`src/rtl/rom_loader_pkg.sv`:
```
// Shared types and default sizing for the ROM-to-matrix-bank loader.
//   state_t      : loader FSM states
//   DATA_WIDTH   : ROM word / bank byte width
//   BANK_DEPTH   : bytes per row (width of the one-hot select)
//   ADDR_WIDTH   : ROM address width
//   DRAIN_CYCLES : cycles spent after the last read so the write pipe empties
package rom_loader_pkg;

   localparam int DATA_WIDTH   = 8;
   localparam int BANK_DEPTH   = 8;
   localparam int ADDR_WIDTH   = 8;
   localparam int DRAIN_CYCLES = 2;

   typedef enum logic [1:0] {
      IDLE  = 2'd0,
      FETCH = 2'd1,
      DRAIN = 2'd2,
      HOLD  = 2'd3
   } state_t;

endpackage

```
`src/rtl/onehot_select_dec.sv`:
```
// Binary byte index to one-hot bank select.
//   k           in  binary byte index
//   en          in  decode enable; select is all-zero when low
//   select_line out one-hot select, bit k set when en=1
module onehot_select_dec #(
   parameter int BANK_DEPTH = rom_loader_pkg::BANK_DEPTH,
   parameter int K_WIDTH    = (BANK_DEPTH > 1) ? $clog2(BANK_DEPTH) : 1
) (
   input  logic [K_WIDTH-1:0]    k,
   input  logic                  en,
   output logic [BANK_DEPTH-1:0] select_line
);

   always_comb begin
      select_line = '0;
      if (en) begin
         select_line[k] = 1'b1;
      end
   end

endmodule

```
`src/rtl/rom_matrix_loader.sv`:
```
// Loads NUM_ROWS rows of BANK_DEPTH bytes from a synchronous ROM into the
// systolic-array matrix bank, handing each completed row downstream.
//   clk, reset   : clock, asynchronous active-low reset
//   start        : begin a load (IDLE only); base_addr sampled with it
//   rom_en/addr  : ROM read strobe and address; rom_data returns next cycle
//   enable, select_line, data_in : registered bank write port
//   row_valid    : bank holds a complete row; cleared by row_consume
//   busy         : loader not idle
//   done         : one-cycle pulse after the last row is consumed
//
// state | meaning
// IDLE  | waiting for start
// FETCH | issuing one ROM read per cycle for bytes 0..BANK_DEPTH-1
// DRAIN | no reads; last writes retire through the two-stage write pipe
// HOLD  | row complete, row_valid=1, waiting for row_consume
module rom_matrix_loader #(
   parameter int DATA_WIDTH = rom_loader_pkg::DATA_WIDTH,
   parameter int BANK_DEPTH = rom_loader_pkg::BANK_DEPTH,
   parameter int ADDR_WIDTH = rom_loader_pkg::ADDR_WIDTH,
   parameter int NUM_ROWS   = 8
) (
   input  logic                  clk,
   input  logic                  reset,
   input  logic                  start,
   input  logic [ADDR_WIDTH-1:0] base_addr,
   output logic                  rom_en,
   output logic [ADDR_WIDTH-1:0] rom_addr,
   input  logic [DATA_WIDTH-1:0] rom_data,
   output logic                  enable,
   output logic [BANK_DEPTH-1:0] select_line,
   output logic [DATA_WIDTH-1:0] data_in,
   output logic                  row_valid,
   input  logic                  row_consume,
   output logic                  busy,
   output logic                  done
);

   import rom_loader_pkg::*;

   localparam int K_W     = (BANK_DEPTH > 1) ? $clog2(BANK_DEPTH) : 1;
   localparam int ROW_W   = (NUM_ROWS > 1) ? $clog2(NUM_ROWS) : 1;
   localparam int DRAIN_W = (DRAIN_CYCLES > 1) ? $clog2(DRAIN_CYCLES) : 1;

   state_t                state_q, state_d;
   logic [ADDR_WIDTH-1:0] base_q, base_d;
   logic [ROW_W-1:0]      row_q, row_d;
   logic [K_W-1:0]        k_q, k_d;
   logic [DRAIN_W-1:0]    drain_q, drain_d;
   logic                  done_q, done_d;

   // write pipe: stage 1 tracks the read in flight, stage 2 is the bank port
   logic                  rd_en_q, rd_en_d;
   logic [K_W-1:0]        rd_k_q, rd_k_d;
   logic                  enable_q, enable_d;
   logic [BANK_DEPTH-1:0] select_q, select_d;
   logic [DATA_WIDTH-1:0] data_q, data_d;
   logic [BANK_DEPTH-1:0] sel_dec;

   onehot_select_dec #(
      .BANK_DEPTH (BANK_DEPTH),
      .K_WIDTH    (K_W)
   ) u_sel_dec (
      .k           (rd_k_q),
      .en          (rd_en_q),
      .select_line (sel_dec)
   );

   always_ff @(posedge clk or negedge reset) begin
      if (!reset) begin
         state_q  <= IDLE;
         base_q   <= '0;
         row_q    <= '0;
         k_q      <= '0;
         drain_q  <= '0;
         done_q   <= 1'b0;
         rd_en_q  <= 1'b0;
         rd_k_q   <= '0;
         enable_q <= 1'b0;
         select_q <= '0;
         data_q   <= '0;
      end else begin
         state_q  <= state_d;
         base_q   <= base_d;
         row_q    <= row_d;
         k_q      <= k_d;
         drain_q  <= drain_d;
         done_q   <= done_d;
         rd_en_q  <= rd_en_d;
         rd_k_q   <= rd_k_d;
         enable_q <= enable_d;
         select_q <= select_d;
         data_q   <= data_d;
      end
   end

   always_comb begin
      state_d = state_q;
      base_d  = base_q;
      row_d   = row_q;
      k_d     = k_q;
      drain_d = drain_q;
      done_d  = 1'b0;
      case (state_q)
         IDLE: begin
            if (start) begin
               base_d  = base_addr;
               row_d   = '0;
               k_d     = '0;
               state_d = FETCH;
            end
         end
         FETCH: begin
            if (k_q == K_W'(BANK_DEPTH - 1)) begin
               k_d     = '0;
               drain_d = DRAIN_W'(DRAIN_CYCLES - 1);
               state_d = DRAIN;
            end else begin
               k_d = k_q + K_W'(1);
            end
         end
         DRAIN: begin
            if (drain_q == '0) begin
               state_d = HOLD;
            end else begin
               drain_d = drain_q - DRAIN_W'(1);
            end
         end
         HOLD: begin
            // start is deliberately not looked at here: consume always wins
            if (row_consume) begin
               if (row_q == ROW_W'(NUM_ROWS - 1)) begin
                  state_d = IDLE;
                  done_d  = 1'b1;
               end else begin
                  row_d   = row_q + ROW_W'(1);
                  k_d     = '0;
                  state_d = FETCH;
               end
            end
         end
         default: state_d = IDLE;
      endcase
   end

   always_comb begin
      rd_en_d  = rom_en;
      rd_k_d   = k_q;
      enable_d = rd_en_q;
      select_d = sel_dec;
      data_d   = rd_en_q ? rom_data : data_q;
   end

   // address wraps modulo 2^ADDR_WIDTH by construction
   assign rom_en      = (state_q == FETCH);
   assign rom_addr    = rom_en ? (base_q + ADDR_WIDTH'(row_q) * ADDR_WIDTH'(BANK_DEPTH)
                                 + ADDR_WIDTH'(k_q)) : '0;
   assign enable      = enable_q;
   assign select_line = select_q;
   assign data_in     = data_q;
   assign row_valid   = (state_q == HOLD);
   assign busy        = (state_q != IDLE);
   assign done        = done_q;

endmodule

```
`config.mk`:
```
export PLATFORM = sky130hd
export DESIGN_NAME = rom_matrix_loader
export DESIGN_NICKNAME = d
export VERILOG_FILES = /design/src/rtl/rom_loader_pkg.sv /design/src/rtl/onehot_select_dec.sv /design/src/rtl/rom_matrix_loader.sv
export SDC_FILE = /design/constraint.sdc
export NUM_CORES = 1
export LEC_CHECK = 0
export CAP_MARGIN = 40
export CORE_MARGIN = 1.5
export CORE_UTILIZATION = 23
export CTS_CLUSTER_DIAMETER = 40
export DETAILED_ROUTE_END_ITERATION = 10
export SETUP_SLACK_MARGIN = 0.05
export SLEW_MARGIN = 25
export SYNTH_ARGS = -nofsm -noshare
export SYNTH_HDL_FRONTEND = slang
export SYNTH_SLANG_ARGS = --single-unit
```
`constraint.sdc`:
```
create_clock -name clk -period 2.8 [get_ports clk]
set_clock_uncertainty 0.2 [all_clocks]
set_input_delay 0.42 -clock clk [delete_from_list [all_inputs] [get_ports clk]]
set_output_delay 0.42 -clock clk [all_outputs]
set_load 0.01 [all_outputs]
```
==> reports/qor.txt <==
Average size of a mapped cell: 11.9 sq um
Met2 Track Usage GR: 0.153
Tot GR Track Use: 0.0930
Clk sink count: 39
Async S/R FF share, synth: 1.00
Die width: 94.4 um
Worst Path Required: 2.18 ns
Netlist cell types: 34
Die area: 8910 sq um
H-tree depth: 2
Final Max Tran Viols: 0
Kind of critical path: flop to output port
# DRC: 0
Setup-failing EPs final: 0
Worst VDD drop: 0.484 mV
Share of the yosys chip area belonging to registers: 0.508
Leakage power: 0.00121 uW
RSZ-0062 raised after global routing: yes
Hold WC Path Type: flop to flop
Crit path max fanout: 3
Status: complete, no violations
Pwr/cell area: 1040 nW/um^2
Worst-Skew Late Latency: 0.28 ns
Crit path launch type: flop
Max Cap Violations: 0
Clock-pin slew on the worst setup and hold paths: 0.08 ns
YS warnings: 0
Final TNS setup: 0 ns
Clock buffer count from CTS: 5
Largest cells by area after synthesis: dfrtp_1 (51%), mux2_2 (11%), ha_1 (10%)
Syn nets: 198
Critical Path End Type: output port
Total Wirelength: 4000 um
Share of layout cells above drive strength 1: 0.202
Diodes inserted: 0
Final hold viol count: 0
Antenna violations before repair: 0
Syn Inst Count: 161
Ys flop type: dfrtp_1
Commonest cells in the netlist: dfrtp_1 (39), mux2_2 (18), ha_1 (16)
Tot Pwr: 2800 uW
CTS tree: yes
Placed cell area: 2560 sq um
Worst-Margin Slew: 0.420 ns
Starting DRT DRC Count: 48
DR WL/cell: 12.2 um
Area of the multi-input gates: 928 sq um
Yosys top cell by area: dfrtp_1
Storage cell area: 977 sq um
Total grt overflow: 0
Number of I/O pins: 49
Fmax: 0.375 GHz
Area Overhead vs Synth: 40.4%
Largest net degree at the start of global routing: 25
DPL Wire Length: 3010 um
Buffer depth of the longest clock path: 2
Fillers: 840
First-pass GRT wire length: 6270 um
Normalized max-slew margin: 0.719
Met1 usage: 0.110
IO buf count: 48
# nets final: 259
Post-Syn Area: 1920 sq um
M3 GR Usage: 0.0370
Most frequent cell after synthesis: dfrtp_1
Core Footprint: 8130 sq um
Design area: 2700 sq um
Final Cycle Share: 0.951
Drt pass-1 iters: 4
ANT nets after route: 0
GRT Max-Usage Layer: met2
Site Rows: 33
Die H: 94.4 um
Root Buffer: clkbuf_8
Critical Path AT: 2.04 ns
Initial Utilization: 0.236
Via count: 1,410
Number of enable flip-flop cells after synthesis: 0
Post-layout min period: 2.66 ns
Drt via density: 4.30
Vias in the first global route: 1,316
Number of synthesized register bits: 39
Final hold slack: 0.299 ns
Synth top area share: 0.508
Final GP Congestion: 0.776
-- sequential cells by signal (all words and copies together) (netlist names) --
register / cells
base_q: 8
data_in: 8
select_line: 8
k_q: 3
rd_k_q: 3
row_q: 3
state_q: 2
done: 1
drain_q: 1
enable: 1
enable_d: 1
-- through the flow --
stage                      util  setup WS (ns)  std cells
after global routing      0.331         0.0293        328
after global placement    0.313          0.114        315
after CTS                 0.331         0.0498        328
after detailed placement  0.315         0.0992        316
after floorplan               -          0.559        161
final                     0.331          0.137        328
-- area by class of cell --
type                            count  area share
Clock buffer                        6      0.0269
Clock inverter                      2     0.00464
Inverter                            9      0.0125
Multi-Input combinational cell    111       0.344
Sequential cell                    39       0.362
Tap cell                          105      0.0487
Timing Repair Buffer               56       0.200
-- layer usage --
layer	share of wire	wire, um
met1	0.45	1810
met2	0.47	1890
met3	0.066	263
met4	0.0080	32
met5	0	0
-- cell families (layout without fill, tap and decap cells) --
kind of cell               Yosys count  count (layout)  share of synthesized area
muxes                               20              20                      0.116
xor gates and xnor gates             2               2                    0.00912
adders and majority gates           17              17                      0.115
DFF                                 39              39                      0.508
AOI/OAI and AO/OA                   26              26                      0.110
buffers and inverters               11              73                     0.0215
and+or+nand+nor                     46              46                      0.121
-- cell usage in the layout, fill, tap and decap left out, types with 2 or more instances in the layout --
cell type	count
clkdlybuf4s50_1	42
dfrtp_1	38
mux2_2	18
ha_1	14
nor2_1	13
inv_1	9
nand2_1	8
nand2b_1	6
buf_4	6
nor3_1	5
a22o_1	5
clkbuf_8	5
dlygate4sd2_1	4
a21o_1	3
nand3_1	3
nor2b_1	3
o21ai_0	3
a21oi_2	2
nand4_1	2
and3_1	2
xnor2_1	2
and2_1	2
mux2i_1	2
o21ai_1	2
-- critical path, cell delays in order, from the launching register on --
cell	delay (ns)
dfrtp_1	0.38
ha_2	0.21
fa_2	0.35
a21o_1	0.19
a21oi_2	0.16
xnor2_1	0.13
nor2_1	0.05
dlygate4sd2_1	0.28
-- repair_timing --
action / CTS / global route
setup buffers: 3 / 0
hold endpoints to repair: 15 / 0
pin swaps: 0 / 2
gates cloned: 0 / 0
gates resized for setup: 8 / 5
setup endpoints to repair: 6 / 6
hold buffers: 1 / 0
-- power by group --
part / leakage, uW / switching [uW] / internal [uW]
Clock: 0.0000412 / 192 / 174
Sequential: 0.000492 / 151 / 772
Combinational: 0.000677 / 693 / 822
Total: 0.00121 / 1040 / 1770
-- path summary, 6_finish.rpt --
kind,start,end,slack [ns],cells after the start
min in group asynchronous,reset,select_line[4]$_DFF_PN0_,0.37,2
worst min register to register,k_q[2]$_DFFE_PN0P_,rd_k_q[2]$_DFF_PN0_,0.30,0
worst max-delay path,base_q[0]$_DFFE_PN0P_,rom_addr[4],0.14,7
max in group asynchronous,reset,k_q[1]$_DFFE_PN0P_,1.57,3
worst min-delay path,k_q[2]$_DFFE_PN0P_,rd_k_q[2]$_DFF_PN0_,0.30,0
worst max register to register,row_q[0]$_DFFE_PN0P_,k_q[0]$_DFFE_PN0P_,0.64,5
Note: power is estimated with default switching activity, not from simulation.
